$ cat config.mk
export PLATFORM = sky130hd
export DESIGN_NAME = fetch_unit_flat
export DESIGN_NICKNAME = d
export VERILOG_FILES = /design/src/rtl/fetch_unit_if.sv /design/src/rtl/fetch_unit.sv /design/src/flat_wrapper.sv
export SDC_FILE = /design/constraint.sdc
export NUM_CORES = 1
export LEC_CHECK = 0
export ABC_CLOCK_PERIOD_IN_PS = 3700
export CAP_MARGIN = 40
export CORE_MARGIN = 5
export CORE_UTILIZATION = 46
export CTS_CLUSTER_DIAMETER = 60
export CTS_CLUSTER_SIZE = 25
export DETAILED_ROUTE_END_ITERATION = 16
export PLACE_DENSITY_LB_ADDON = 0.15
export SLEW_MARGIN = 15
export SYNTH_ARGS = -nofsm -noshare
export SYNTH_HDL_FRONTEND = slang
export SYNTH_SLANG_ARGS = --single-unit
$ cat constraint.sdc
create_clock -name clk -period 3.7 [get_ports clk]
set_input_delay 0.555 -clock clk [delete_from_list [all_inputs] [get_ports clk]]
set_output_delay 0.555 -clock clk [all_outputs]
set_load 0.02 [all_outputs]
$ cat src/rtl/fetch_unit_if.sv
`default_nettype none
// ============================================================================
// Module   : fetch_unit_if
// Brief    : Instruction-memory req/ack read bus between fetch_unit and imem.
// Revision : 1.0
// ============================================================================
interface fetch_unit_if #(
   parameter int XLEN = 32
);
   logic            imem_req;
   logic [XLEN-1:0] imem_addr;
   logic            imem_ack;
   logic [31:0]     imem_rdata;

   modport master (
      output imem_req,
      output imem_addr,
      input  imem_ack,
      input  imem_rdata
   );

   modport slave (
      input  imem_req,
      input  imem_addr,
      output imem_ack,
      output imem_rdata
   );
endinterface
`default_nettype wire

$ cat src/rtl/fetch_unit.sv
`default_nettype none
// ============================================================================
// Module   : fetch_unit
// Brief    : Instruction-fetch stage owning PC and IR; req/ack imem reads.
// Revision : 1.0
// ============================================================================
module fetch_unit #(
   parameter int              XLEN     = 32,
   parameter logic [XLEN-1:0] RESET_PC = '0,
   parameter int              TIMEOUT  = 15
) (
   input  wire logic            clk,
   input  wire logic            reset,
   input  wire logic            load_ir,
   input  wire logic            load_pc,
   input  wire logic            pc_next_sel,
   input  wire logic            pc_adder_sel,
   input  wire logic [XLEN-1:0] imm,
   input  wire logic [XLEN-1:0] alu_result,
   fetch_unit_if.master         imem,
   output logic [31:0]          ir,
   output logic [6:0]           opcode,
   output logic [XLEN-1:0]      pc,
   output logic [XLEN-1:0]      pc_plus4,
   output logic                 fetch_busy,
   output logic                 fetch_valid,
   output logic                 fetch_err
);

   typedef enum logic [1:0] {
      IDLE = 2'd0,
      REQ  = 2'd1,
      ERR  = 2'd2
   } state_t;

   localparam logic [7:0]  c_timeout_last = 8'(TIMEOUT - 1);
   localparam logic [31:0] c_nop          = 32'h0000_0013;

   state_t          r_state;
   state_t          w_state_nxt;
   logic            w_start;
   logic            w_done;
   logic [7:0]      r_wait_cnt;
   logic [XLEN-1:0] r_pc;
   logic [XLEN-1:0] r_imem_addr;
   logic [31:0]     r_ir;
   logic            r_fetch_valid;
   logic [XLEN-1:0] w_adder;
   logic [XLEN-1:0] w_pc_nxt;

   always_ff @(posedge clk or negedge reset) begin
      if (!reset) begin
         r_state <= IDLE;
      end else begin
         r_state <= w_state_nxt;
      end
   end

   // Ack wins over timeout when both land on the same edge.
   always_comb begin
      w_state_nxt = r_state;
      w_start     = 1'b0;
      w_done      = 1'b0;
      case (r_state)
         IDLE: begin
            if (load_ir) begin
               if (r_pc[1:0] == 2'b00) begin
                  w_state_nxt = REQ;
                  w_start     = 1'b1;
               end else begin
                  w_state_nxt = ERR;
               end
            end
         end
         REQ: begin
            if (imem.imem_ack) begin
               w_state_nxt = IDLE;
               w_done      = 1'b1;
            end else if (r_wait_cnt == c_timeout_last) begin
               w_state_nxt = ERR;
            end
         end
         ERR: begin
            w_state_nxt = ERR;
         end
         default: begin
            w_state_nxt = IDLE;
         end
      endcase
   end

   assign w_adder  = r_pc + (pc_adder_sel ? imm : XLEN'(4));
   assign w_pc_nxt = pc_next_sel ? {alu_result[XLEN-1:1], 1'b0} : w_adder;

   always_ff @(posedge clk or negedge reset) begin
      if (!reset) begin
         r_pc          <= RESET_PC;
         r_imem_addr   <= '0;
         r_ir          <= c_nop;
         r_wait_cnt    <= '0;
         r_fetch_valid <= 1'b0;
      end else begin
         r_fetch_valid <= w_done;
         if (w_start) begin
            r_imem_addr <= r_pc;
            r_wait_cnt  <= '0;
         end else if (r_state == REQ && !imem.imem_ack) begin
            r_wait_cnt  <= r_wait_cnt + 8'd1;
         end
         if (w_done) begin
            r_ir <= imem.imem_rdata;
         end
         // The request address is already latched, so a PC change mid-fetch is safe.
         if (load_pc && r_state != ERR) begin
            r_pc <= w_pc_nxt;
         end
      end
   end

   assign imem.imem_req  = (r_state == REQ);
   assign imem.imem_addr = r_imem_addr;
   assign ir             = r_ir;
   assign opcode         = r_ir[6:0];
   assign pc             = r_pc;
   assign pc_plus4       = r_pc + XLEN'(4);
   assign fetch_busy     = (r_state == REQ);
   assign fetch_valid    = r_fetch_valid;
   assign fetch_err      = (r_state == ERR);

endmodule
`default_nettype wire

$ cat src/flat_wrapper.sv
// flat-port wrapper written by rule: the top's interface ports become plain ports
module fetch_unit_flat 
#(
   parameter int              XLEN     = 32,
   parameter logic [XLEN-1:0] RESET_PC = '0,
   parameter int              TIMEOUT  = 15
)
  (clk, reset, load_ir, load_pc, pc_next_sel, pc_adder_sel, imm, alu_result, ir, opcode, pc, pc_plus4, fetch_busy, fetch_valid, fetch_err, imem_imem_req, imem_imem_addr, imem_imem_ack, imem_imem_rdata);
  fetch_unit_if #(.XLEN(XLEN)) imem_i ();
  input  wire logic clk;
  input  wire logic reset;
  input  wire logic load_ir;
  input  wire logic load_pc;
  input  wire logic pc_next_sel;
  input  wire logic pc_adder_sel;
  input  wire logic [XLEN-1:0] imm;
  input  wire logic [XLEN-1:0] alu_result;
  output logic [31:0] ir;
  output logic [6:0] opcode;
  output logic [XLEN-1:0] pc;
  output logic [XLEN-1:0] pc_plus4;
  output logic fetch_busy;
  output logic fetch_valid;
  output logic fetch_err;
  output wire logic [$bits(imem_i.imem_req)-1:0] imem_imem_req;
  output wire logic [$bits(imem_i.imem_addr)-1:0] imem_imem_addr;
  input wire logic [$bits(imem_i.imem_ack)-1:0] imem_imem_ack;
  input wire logic [$bits(imem_i.imem_rdata)-1:0] imem_imem_rdata;
  assign imem_imem_req = imem_i.imem_req;
  assign imem_imem_addr = imem_i.imem_addr;
  assign imem_i.imem_ack = imem_imem_ack;
  assign imem_i.imem_rdata = imem_imem_rdata;
  fetch_unit #(.XLEN(XLEN), .RESET_PC(RESET_PC), .TIMEOUT(TIMEOUT)) u_core (.clk(clk), .reset(reset), .load_ir(load_ir), .load_pc(load_pc), .pc_next_sel(pc_next_sel), .pc_adder_sel(pc_adder_sel), .imm(imm), .alu_result(alu_result), .imem(imem_i), .ir(ir), .opcode(opcode), .pc(pc), .pc_plus4(pc_plus4), .fetch_busy(fetch_busy), .fetch_valid(fetch_valid), .fetch_err(fetch_err));
endmodule
==> impl_metrics.json, run 1 <==
{
  "placement_rows": 44,
  "min_period_ns": 3.417,
  "grt_start_max_net_pins": 43,
  "p_comb_share_pct": 63.2,
  "grt_setup_unrepaired": "no",
  "utilization_pct": 67.36,
  "worstPathArrival_ns": 2.86,
  "finalNonFillerCells": 1163,
  "peakVddDrop_mv": 0.5493,
  "clock_path_buffers": 2,
  "grt_pass1_vias": 6418,
  "vias": 6338,
  "die_w_um": 132.6,
  "hold_violations": 0,
  "place_inst": 1147,
  "clockPowerShare_pct": 11.3,
  "yosysSeqAreaShare_pct": 38.78,
  "critPathLaunchType": "flop",
  "setup_tns_ns": 0,
  "yosys_most_used_dff": "dfrtp_1",
  "avgSynthCellArea_um2": 9.484,
  "drive_gt1_share_pct": 13.59,
  "critPathKind": "reg -> out",
  "io_pins": 242,
  "first_pass_iters": 6,
  "gp_congestion": 0.9230,
  "p_switching_mw": 3.711,
  "initial_utilization_pct": 47.21,
  "p_per_area_nw_per_um2": 850.3,
  "p_int_mw": 4.677,
  "finalSetupViolCount": 0,
  "finalWirelength_mm": 21.40,
  "fin_worst_skew_ns": 0.006739,
  "gr-total-overflow": 0,
  "antenna_cells": 0,
  "hp-class": "in -> async",
  "synthCells": 729,
  "maxCapViolations": 0,
  "place_hpwl_mm": 16.90,
  "clk_pin_slew_ns": 0.08,
  "die_h_um": 132.6,
  "ant_nets": 0,
  "outcome": "complete, no violations",
  "drv_slew": 0,
  "p_sw_share_pct": 44.24,
  "ys_ff_latch": 107,
  "grt_pass1_wl_mm": 34.52,
  "cts_root_buffer": "clkbuf_16",
  "wl_per_cell_um": 18.40,
  "async_reset_ff_share_pct": 100.0,
  "route.detailed.drc": 0,
  "coreArea_um2": 14640,
  "nets": 1112,
  "synth_cell_types": 61,
  "cts_tree": "built",
  "cts_setup_buffers": 0,
  "fmax_mhz": 292.6,
  "numCtsBuffers": 9,
  "synthesis.nets": 867,
  "syn_to_final_growth_pct": 42.67,
  "htreeDepth": 3,
  "grt_usage_pct": 24.41,
  "pwr-share-seq_pct": 25.5,
  "crit_fanout": 4,
  "slew_headroom_pct": 61.49,
  "yosys_warnings": 0,
  "clock_latency_ns": 0.35,
  "portBuffers": 240,
  "required_ns": 3.14,
  "fin_crit_sh_pct": 92.36,
  "cts.sinks": 107,
  "cp-end-kind": "output pin",
  "antenna_found_initial": 0,
  "p_leak_nw": 4.203,
  "synth-edff-count": 0,
  "via_per_inst": 5.450,
  "drtIter0Drc": 402,
  "tightest_slew_ns": 0.5762,
  "die_area_um2": 17580,
  "cts_resized": 0,
  "hold_buffers": 0,
  "syn_area_um2": 6914
}
-- cells by family (layout without fill, tap and decap cells) --
kind of cell | after synthesis | count (layout) | share of synthesized area (%)
muxes | 63 | 63 | 10.24
xor gates and xnor gates | 59 | 59 | 7.474
and+or+nand+nor | 228 | 228 | 16.56
AOI/OAI and AO/OA | 180 | 180 | 15.87
DFF | 107 | 107 | 38.78
adders and majority gates | 35 | 35 | 6.442
buffers and inverters | 57 | 307 | 4.633
-- path summary, 6_finish.rpt --
| kind | startpoint | slack [ns] | depth (start not counted) | end |
|---|---|---|---|---|
| max in group asynchronous | reset | 2.66 | 3 | u_core.ir[0] |
| setup reg to reg | u_core.pc[0] | 0.75 | 10 | u_core.pc[22] |
| hold reg to reg | u_core.imem.imem_addr[0] | 0.50 | 1 | u_core.imem.imem_addr[0] |
| setup / recovery | u_core.pc[5] | 0.28 | 8 | pc_plus4[20] |
| min in group clk | u_core.imem.imem_addr[0] | 0.50 | 1 | u_core.imem.imem_addr[0] |
| hold / removal | reset | 0.11 | 1 | u_core.ir[2] |
-- stage by stage --
stage / cell area [µm²] / worst slack (ns) / power [mW] / hold WS, ns
after floorplan: 6914 / 0.6518 / 5.139 / 0.2594
after global placement: 9533 / 0.08185 / 7.391 / 0.4811
after detailed placement: 9573 / 0.07082 / 7.465 / 0.4928
after CTS: 9864 / 0.2431 / 8.446 / 0.1197
after global routing: 9864 / 0.01930 / 8.946 / 0.1273
final: 9864 / 0.2827 / 8.388 / 0.1073
-- critical path, stage by stage, from the launching register on --
cell and delay, ns:
dfrtp_1 0.36, and3_1 0.19, and2_1 0.16, and3_1 0.24, nor2b_1 0.40, and3_1 0.25, nand3_1 0.10, xnor2_1 0.16
clkdlybuf4s50_1 0.66
-- layout make-up --
type,count,area [µm²]
clock buffers,9,225.2
flip-flops and latches,107,2681
multi-input cells,565,3919
clock inverters,7,66.31
repair buffers,275,2683
fillers,1223,4780
well taps,184,230.2
inverters,16,60.06
-- cell usage after synthesis, types with 8 or more instances --
master | count | area [µm²]
and3_1 | 18 | 112.6
mux2_2 | 62 | 698.2
o21ai_0 | 50 | 250.2
inv_1 | 16 | 60.06
clkbuf_1 | 15 | 56.30
and2_1 | 33 | 206.5
buf_4 | 13 | 97.59
xnor2_1 | 40 | 350.3
o21bai_1 | 13 | 97.59
xor2_1 | 19 | 166.4
nand4_1 | 10 | 62.56
ha_1 | 34 | 425.4
a21oi_1 | 72 | 360.4
nand3_1 | 23 | 115.1
a21o_1 | 10 | 75.07
nand2_1 | 62 | 232.7
nor3_1 | 8 | 40.04
dfrtp_1 | 104 | 2603
nor2_1 | 44 | 165.2
-- cell usage in the layout, fill, tap and decap left out, types with 4 or more instances in the layout --
master,instances
clkdlybuf4s50_1,238
dfrtp_1,104
a21oi_1,72
nand2_1,62
mux2_2,62
o21ai_0,50
nor2_1,44
xnor2_1,40
ha_1,34
buf_4,34
and2_1,33
nand3_1,23
xor2_1,19
and3_1,18
inv_1,16
o21bai_1,13
nand4_1,10
a21o_1,10
clkbuf_16,9
nor3_1,8
nor2b_1,6
o21a_1,5
or3_1,5
nand2b_1,4
o31ai_1,4
o22ai_1,4
-- per-layer routing --
metal | routed length, µm | track usage (%) | vias up | part of all wire [%]
met4 | 571 | 8.661 | 0 | 2.7
met5 | 0 | 0 | - | 0
met2 | 10270 | 40.78 | 242 | 48
li1 | - | - | 3076 | -
met1 | 8946 | 30.84 | 2983 | 42
met3 | 1607 | 6.074 | 37 | 7.5
-- state kept, by name, indices dropped and copies added, names as in the netlist --
register / count
u_core.r_state: 2
u_core.pc: 32
u_core.fetch_valid: 1
u_core.imem.imem_addr: 32
u_core.ir: 32
u_core.r_wait_cnt: 8
-- power by group through the flow --
| stage | registers, mW | clock network (mW) | logic (mW) |
|---|---|---|---|
| 2_1_floorplan | 2.74 | 0 | 2.40 |
| 3_3_place_gp | 2.14 | 0 | 5.25 |
| 3_5_place_dp | 2.17 | 0 | 5.30 |
| 4_1_cts | 2.15 | 0.978 | 5.32 |
| 5_1_grt | 2.22 | 1.04 | 5.69 |
| 6_report | 2.14 | 0.951 | 5.30 |
Note: power is estimated with default switching activity, not from simulation.
==> inputs of run 2 (changes only) <==
--- a/config.mk
+++ b/config.mk
@@ -12,6 +12,7 @@
 export CTS_CLUSTER_DIAMETER = 60
 export CTS_CLUSTER_SIZE = 25
 export DETAILED_ROUTE_END_ITERATION = 16
+export MAX_ROUTING_LAYER = met4
 export PLACE_DENSITY_LB_ADDON = 0.15
 export SLEW_MARGIN = 15
 export SYNTH_ARGS = -nofsm -noshare
==> run 2 against run 1 <==
Via count is 0.82% higher. Global-route usage is 0.56 points higher. Sequential share of layout area is 0.10 points lower. Hold slack better by 0.14 ns. Non-clock buffer count is 2 higher. Flip-flop and latch count stayed put. Maximum frequency is 1.2% higher. Sequential power hardly changed. Clock power is 6% higher. Die area stayed put. Highest routed layer unchanged.
==> impl_metrics.json, run 2 (same netlist as run 1, synthesis figures left out) <==
{
  "outcome": "complete, no violations",
  "fin_crit_sh_pct": 91.28,
  "layout_common_cells": "238 x clkdlybuf4s50_1, 104 x dfrtp_1, 72 x a21oi_1",
  "critPathKind": "reg -> out",
  "place_hpwl_mm": 16.61,
  "peakVddDrop_mv": 0.5237,
  "register_area_um2": 2681,
  "portBuffers": 240,
  "crit_fanout": 7,
  "antenna_cells": 0,
  "maxCapViolations": 0,
  "fmax_mhz": 296.1,
  "grt_usage_pct": 24.97,
  "n_fill_cell": 1186,
  "tightest_slew_ns": 0.6011,
  "grt_pass1_wl_mm": 34.19,
  "hold_buffers": 0,
  "fin_area_um2": 9902,
  "clock_path_buffers": 2,
  "clk_pin_slew_ns": 0.07,
  "htreeDepth": 3,
  "coreArea_um2": 14640,
  "route.detailed.drc": 0,
  "grt_setup_unrepaired": "no",
  "drive_gt1_share_pct": 13.86,
  "cts_setup_buffers": 0,
  "drv_slew": 0,
  "cts_tree": "built",
  "gp_congestion": 0.9297,
  "cts_root_buffer": "clkbuf_16",
  "ant_nets": 0,
  "cts_resized": 0,
  "required_ns": 3.14,
  "initial_utilization_pct": 47.21,
  "min_period_ns": 3.377,
  "utilization_pct": 67.62,
  "finalSetupViolCount": 0,
  "worstPathArrival_ns": 2.82,
  "antenna_found_initial": 0,
  "cp-end-kind": "output pin",
  "hp-class": "in -> async",
  "die_h_um": 132.6,
  "numCtsBuffers": 9,
  "dpl_cell_area_um2": 9568,
  "wl_per_cell_um": 18.51,
  "fin_worst_skew_ns": 0.008177,
  "first_pass_iters": 5,
  "gr-total-overflow": 0,
  "final_common_cell": "clkdlybuf4s50_1",
  "hold_violations": 0,
  "die_area_um2": 17580,
  "p_per_area_nw_per_um2": 856.1,
  "multi_input_area_um2": 3921,
  "placement_rows": 44,
  "p_leak_nw": 4.222,
  "setup_tns_ns": 0,
  "grt_pass1_vias": 6493,
  "finalWirelength_mm": 21.56,
  "vias": 6390,
  "fin_total_pwr_mw": 8.477,
  "rrSetupSlack_ns": 0.70,
  "via_per_inst": 5.485,
  "cts.sinks": 107,
  "drtIter0Drc": 514,
  "io_pins": 242,
  "critPathLaunchType": "flop",
  "nets": 1114,
  "clock_latency_ns": 0.35,
  "slew_headroom_pct": 59.93,
  "die_w_um": 132.6,
  "grt_start_max_net_pins": 108,
  "syn_to_final_growth_pct": 43.21
}
[run 2: changes by cell type in the layout (fill, tap and decap cells not counted)]
cell	previous run	this run
bufinv_16	0	1
clkinv_4	1	0
clkbuf_8	0	1
inv_6	1	0
inv_8	3	2
clkinv_2	0	1
nor2b_2	0	1
nor2b_1	6	5
buf_4	34	36
[run 2: area by class of cell]
cell class              count  area share, %
inverters                  16         0.6065
clock inverters             6         0.7329
flip-flops and latches    107          27.08
well taps                 184          2.325
multi-input cells         565          39.60
repair buffers            277          27.24
clock buffers              10          2.413
[run 2: worst max-delay path: stages (launching register included)]
cell and delay (ns):
dfrtp_1 0.36, and3_1 0.19, and2_1 0.17, and4_1 0.33, nor2b_1 0.17, buf_4 0.17
nand2_1 0.08, nor3_1 0.22, xor2_1 0.16, clkdlybuf4s50_1 0.62
[run 2: final timing paths]
path,from,depth (start not counted),end
max in group asynchronous,reset,2,u_core.pc[16]
hold reg to reg,u_core.ir[8],1,u_core.ir[8]
setup / recovery,u_core.pc[5],9,pc_plus4[31]
min in group clk,u_core.ir[8],1,u_core.ir[8]
hold / removal,reset,2,u_core.ir[2]
setup reg to reg,u_core.pc[0],10,u_core.pc[22]
[run 2: power by group]
group,switching (mW),internal [mW],total [mW]
registers,0.442,1.69,2.13
clock network,0.458,0.552,1.01
logic,2.81,2.53,5.33
total,3.71,4.77,8.48
[run 2: per-layer routing]
| layer | vias to the layer above | GRT usage, % | wire length, µm |
|---|---|---|---|
| li1 | 3065 | - | - |
| met5 | - | - | 0 |
| met3 | 52 | 6.226 | 1461 |
| met1 | 3002 | 30.79 | 9226 |
| met4 | 0 | 8.025 | 675 |
| met2 | 271 | 40.41 | 10200 |
[run 2: stage by stage]
| stage | hold WS, ns | setup WS [ns] | cells |
|---|---|---|---|
| 2_1_floorplan | 0.2594 | 0.6518 | 729 |
| 3_3_place_gp | 0.4774 | 0.09568 | 1148 |
| 3_5_place_dp | 0.4893 | 0.05655 | 1148 |
| 4_1_cts | 0.2987 | 0.2031 | 1164 |
| 5_1_grt | 0.3073 | 0.1260 | 1165 |
| 6_report | 0.2484 | 0.3226 | 1165 |
==> inputs of run 3 (changes only) <==
--- a/config.mk
+++ b/config.mk
@@ -12,7 +12,6 @@
 export CTS_CLUSTER_DIAMETER = 60
 export CTS_CLUSTER_SIZE = 25
 export DETAILED_ROUTE_END_ITERATION = 16
-export MAX_ROUTING_LAYER = met4
 export PLACE_DENSITY_LB_ADDON = 0.15
 export SLEW_MARGIN = 15
 export SYNTH_ARGS = -nofsm -noshare
==> results of run 3 <==
Same layout as run 1: the final DEF is identical, and so are final timing and power.
